**config.mk**
```make
export PLATFORM = sky130hd
export DESIGN_NAME = io_uart_tx
export DESIGN_NICKNAME = d
export VERILOG_FILES = /design/src/rtl/io_uart_tx.sv
export SDC_FILE = /design/constraint.sdc
export NUM_CORES = 1
export LEC_CHECK = 0
export BUFFER_PORTS_ARGS = -buffer_cell sky130_fd_sc_hd__buf_2
export CAP_MARGIN = 20
export CORE_MARGIN = 5
export CORE_UTILIZATION = 55
export DETAILED_ROUTE_END_ITERATION = 8
export GPL_TIMING_DRIVEN = 1
export PLACE_DENSITY = 0.89
export SLEW_MARGIN = 15
export SYNTH_ARGS = -nofsm -noshare
export SYNTH_HDL_FRONTEND = slang
export SYNTH_SLANG_ARGS = --single-unit
```
**constraint.sdc**
```tcl
create_clock -name clk -period 10.4 [get_ports clk]
set_input_delay 2.6 -clock clk [delete_from_list [all_inputs] [get_ports clk]]
set_output_delay 2.6 -clock clk [all_outputs]
set_load 0.1 [all_outputs]
```
**src/rtl/io_uart_tx.sv**
```systemverilog
// io_uart_tx: memory-mapped 8N1 UART transmitter with a small TX FIFO, W1C overflow flag and programmable baud divisor.
module io_uart_tx #(
    parameter int          FIFO_DEPTH = 4,
    parameter logic [15:0] DIV_RESET  = 16'd868
) (
    input  logic        clk,
    input  logic        reset,
    input  logic [7:0]  io_addr,
    input  logic        io_en,
    input  logic        io_we,
    input  logic [31:0] io_data_write,
    output logic [31:0] io_data_read,
    output logic        txd,
    output logic        irq_empty
);
    localparam int AW = $clog2(FIFO_DEPTH);
    localparam int CW = AW + 1;
    typedef enum logic [1:0] {IDLE, START, DATA, STOP} state_t;
    state_t        r_state;
    logic [7:0]    r_mem [FIFO_DEPTH];
    logic [AW-1:0] r_wr_ptr, r_rd_ptr;
    logic [CW-1:0] r_count;
    logic          r_ovf, r_txd;
    logic [15:0]   r_div, r_div_q, r_baud;
    logic [7:0]    r_shift;
    logic [2:0]    r_bit;
    logic [5:0]    w_idx;
    logic [7:0]    w_status;
    logic          w_wr, w_push, w_pop, w_accept, w_full, w_empty, w_busy, w_bit_end, w_unused;
    assign w_idx     = io_addr[7:2];
    assign w_wr      = io_en & io_we;
    assign w_push    = w_wr & (w_idx == 6'd0);
    assign w_full    = r_count == CW'(FIFO_DEPTH);
    assign w_empty   = r_count == '0;
    assign w_busy    = r_state != IDLE;
    assign w_pop     = (r_state == IDLE) & ~w_empty;
    // A pop on the same edge frees the slot, so a push into a full FIFO is still taken
    assign w_accept  = w_push & (~w_full | w_pop);
    assign w_bit_end = r_baud == r_div_q - 16'd1;
    assign w_status  = {4'(r_count), r_ovf, w_busy, w_empty, w_full};
    assign io_data_read = (w_idx == 6'd1) ? {24'b0, w_status} : (w_idx == 6'd2) ? {16'b0, r_div} : '0;
    assign txd       = r_txd;
    assign irq_empty = w_empty & ~w_busy;
    assign w_unused  = ^{io_addr[1:0], io_data_write[31:16]};
    always_ff @(posedge clk) begin
        if (w_accept) r_mem[r_wr_ptr] <= io_data_write[7:0];
    end
    always_ff @(posedge clk) begin
        if (reset) begin
            r_state  <= IDLE;
            r_wr_ptr <= '0;
            r_rd_ptr <= '0;
            r_count  <= '0;
            r_ovf    <= 1'b0;
            r_div    <= DIV_RESET;
            r_div_q  <= DIV_RESET;
            r_baud   <= '0;
            r_shift  <= '0;
            r_bit    <= '0;
            r_txd    <= 1'b1;
        end else begin
            if (w_accept) r_wr_ptr <= r_wr_ptr + AW'(1);
            r_count <= r_count + CW'(w_accept) - CW'(w_pop);
            if (w_push & ~w_accept) r_ovf <= 1'b1;
            else if (w_wr & (w_idx == 6'd1) & io_data_write[3]) r_ovf <= 1'b0;
            if (w_wr & (w_idx == 6'd2)) r_div <= (io_data_write[15:0] == '0) ? 16'd1 : io_data_write[15:0];
            r_baud <= (w_bit_end | (r_state == IDLE)) ? '0 : r_baud + 16'd1;
            case (r_state)
                IDLE: if (w_pop) begin
                    r_shift  <= r_mem[r_rd_ptr];
                    r_rd_ptr <= r_rd_ptr + AW'(1);
                    r_div_q  <= r_div;
                    r_txd    <= 1'b0;
                    r_state  <= START;
                end
                START: if (w_bit_end) begin
                    r_bit   <= '0;
                    r_txd   <= r_shift[0];
                    r_state <= DATA;
                end
                DATA: if (w_bit_end) begin
                    r_shift <= r_shift >> 1;
                    r_bit   <= r_bit + 3'd1;
                    r_txd   <= (r_bit == 3'd7) ? 1'b1 : r_shift[1];
                    r_state <= (r_bit == 3'd7) ? STOP : DATA;
                end
                STOP: if (w_bit_end) r_state <= IDLE;
                default: r_state <= IDLE;
            endcase
        end
    end
endmodule
```
==> summary.txt <==
Critical path
  • Crit-path max FO: 18
  • CP cell instances: buf_2 -> or4_1 -> nor3b_2 -> a22o_1 -> buf_2
  • Crit. End Element: primary output
  • Crit path max-delay cell type: nor3b_2
  • Setup CP Type: in -> out
  • Largest delay share family, worst path: simple AND/OR/NAND/NOR gates
  • CP Launch Type: primary input
  • Most frequent CP cell: buf_2
  • Data required, critical path: 7800 ps
  • Worst path max stage delay: 780 ps
  • Buf+Inv Stages, Crit Path: 2
  • CP arrival: 4770 ps

Cells and area
  • Fillers: 713
  • Multi-input gate area: 2450 sq um
  • Seq. cell area: 2400 sq um
  • Ant diodes: 0
  • Share of layout cells above drive strength 1: 0.152
  • Layout Nets: 604
  • Synthesis-to-finish area growth: 7.06%

Drt
  • Iter 0 DRT Violations: 414
  • DRC violation count after routing: 0
  • Drt pass-1 iters: 6
  • Via count: 3912
  • Remaining antenna violation count: 0
  • Post-Route WL: 10.8 mm
  • Routed len/inst: 16.3 microns
  • Vias per inst: 5.91

Power and ir drop
  • PwrDens: 194 nW/um^2
  • Pwr Total: 1.06 mW
  • Worst vdd ir: 0.000119 V
  • Leakage power: 2.05 nW

CTS
  • H-tree depth: 3
  • Total setup buffers inserted after CTS: 0
  • CTS sink count: 104
  • Inserted Clock Buffers: 9
  • Clock latency on the worst-skew pair: 360 ps
  • Root Buffer: clkbuf_8
  • Post-CTS Hold Fix Bufs: 0
  • Clock transition at path regs: 110 ps
  • Max clock buf depth: 2
  • CTS tree: done
  • PostCTS Resize Cnt: 0

Yosys
  • Mapped cell area: 5100 sq um
  • Seq/Total Area, Yosys: 0.471
  • Yosys reg bits: 104
  • Cell count after synthesis: 519
  • YS warnings: 0
  • Avg Cell Area, Syn: 9.84 sq um
  • Number of synthesized flops with an enable pin: 32
  • Cell variety after synth: 68
  • Main flop type after synthesis: dfxtp_1
  • Async SR Flop Fraction: 0

Global route
  • Number of global-route vias before repair: 3864
  • Overflow after GRT: 0
  • Number of antenna violations at the first check in global routing: 0
  • Pin count of the biggest net entering global routing: 48
  • Global-route wire length before repair: 18.2 mm
  • GRT Util Overall: 0.198

Timing
  • Setup Skew: 11.3 ps
  • Slew Limit Headroom: 0.325
  • Final hold vios: 0
  • Final period util: 0.709
  • Setup TNS: 0 ps
  • Final Max Slew Viols: 0
  • Fin crit period: 7370 ps
  • Worst Tran Pin Value: 1010 ps
  • # setup viols final: 0
  • Fmax: 0.136 GHz
  • RSZ-0062 raised after global routing: false

Run
  • Max_cap viols: 0

Floorplanning
  • Row cnt: 35
  • Die height: 106 microns
  • Die area: 11300 sq um
  • Core area: 9150 sq um
  • Initial core utilization: 0.558
  • I/O pin total: 78
  • Chip Width: 106 microns

Place
  • GPL Wtd Cong: 0.831
  • Port bufs: 43
  • DP HPWL: 7.69 mm

Run status
  • Outcome: finished, final reports clean

Hold path
  • Worst hold path type: reg -> reg
per-layer routing:
layer  routed length [microns]  GRT usage  vias up
met5                         0          0        -
met4                       253     0.0722        0
met3                       684     0.0364       29
met2                      5350      0.343      168
met1                      4480      0.245     1870
li1                          -          -     1845
layout by cell type, fill, tap and decap left out, types with 3 or more instances in the layout:
cell type / netlist / final
a211oi_1: 9 / 9
a21oi_1: 30 / 30
a22o_1: 5 / 5
and2_1: 14 / 14
and3_1: 6 / 6
buf_2: 3 / 43
clkbuf_8: 0 / 9
conb_1: 1 / 16
dfxtp_1: 72 / 72
edfxtp_1: 32 / 32
ha_1: 13 / 13
inv_1: 15 / 15
mux2i_1: 10 / 10
mux4_2: 8 / 8
nand2_1: 73 / 73
nand2b_1: 4 / 4
nand3_1: 21 / 21
nand4_1: 6 / 6
nor2_1: 44 / 44
nor2_2: 3 / 3
nor2b_1: 5 / 5
nor3_1: 11 / 11
nor4_1: 7 / 7
o21ai_0: 4 / 4
o41ai_1: 3 / 3
xnor2_1: 16 / 16
xor2_1: 22 / 22
state kept, by name, indices dropped and copies added (netlist names), named ones only:
signal    count
r_baud       16
r_bit         3
r_count       3
r_div        16
r_div_q      16
r_mem        32
r_ovf         1
r_rd_ptr      2
r_shift       8
r_state       2
r_wr_ptr      2
txd           1
worst paths after layout:
path	startpoint	to	slack [ps]	cells past startpoint
max	io_addr[7]	io_data_read[3]	3030	5
min	r_div[13]$_SDFFE_PP0P_	r_div[13]$_SDFFE_PP0P_	490	2
max reg2reg	r_div_q[0]$_SDFFE_PP0P_	r_baud[2]$_SDFF_PP0_	7000	10
min reg2reg	r_div[13]$_SDFFE_PP0P_	r_div[13]$_SDFFE_PP0P_	490	2
report_power, final:
group	total (mW)	internal [mW]	switching (mW)
Sequential	0.492	0.451	0.0405
Clock	0.246	0.0943	0.152
Combinational	0.324	0.111	0.213
area by class of cell:
| type | count | area share |
|---|---|---|
| Inverter | 15 | 0.0103 |
| Clock inverter | 7 | 0.0135 |
| Clock buffer | 9 | 0.0227 |
| Tap cell | 111 | 0.0254 |
| Multi-Input combinational cell | 372 | 0.448 |
| Timing Repair Buffer | 44 | 0.0408 |
| Sequential cell | 104 | 0.440 |
cell usage after synthesis (all sizes together) (12+ instances only):
| master | instances | area [sq um] |
|---|---|---|
| nand2 | 74 | 280 |
| dfxtp | 72 | 1440 |
| nor2 | 47 | 184 |
| edfxtp | 32 | 961 |
| a21oi | 30 | 150 |
| buf | 25 | 188 |
| xor2 | 22 | 193 |
| nand3 | 21 | 105 |
| clkbuf | 18 | 67.6 |
| xnor2 | 16 | 140 |
| inv | 15 | 56.3 |
| and2 | 14 | 87.6 |
| ha | 13 | 163 |
| nor3 | 12 | 71.3 |
cell families (layout without fill, tap and decap cells):
kind of cell	Yosys count	after routing	synth area share
AND/OR/NAND/NOR	210	210	0.203
XOR/XNOR	38	38	0.0652
multiplexers	19	19	0.0571
buffers and inverters	58	75	0.0610
flip-flops	104	104	0.471
other	1	16	0.000735
adder cells (fa/ha/maj)	15	15	0.0380
AO/OA/AOI/OAI	74	74	0.104
worst reg2reg max path, stage by stage, from the launching register on:
cell       delay (ps)
dfxtp_1           470
inv_1              80
ha_1              350
o21ba_2           270
a221oi_1          320
a41oi_1           130
a2111oi_2         420
o2111ai_4         280
nor3_4            310
or3_1             540
nor2_1            120
per-stage QoR:
stage	setup slack [ps]	cells	instance area, sq um	hold WS (ps)	utilization
floorplan	1870	534	5160	440	-
global placement	3110	646	5270	450	0.576
detailed placement	3060	646	5270	469	0.576
CTS	3060	662	5470	484	0.597
global route	2870	662	5470	506	0.597
finish	3030	662	5470	485	0.597
Power figures use the tool's default switching activity.
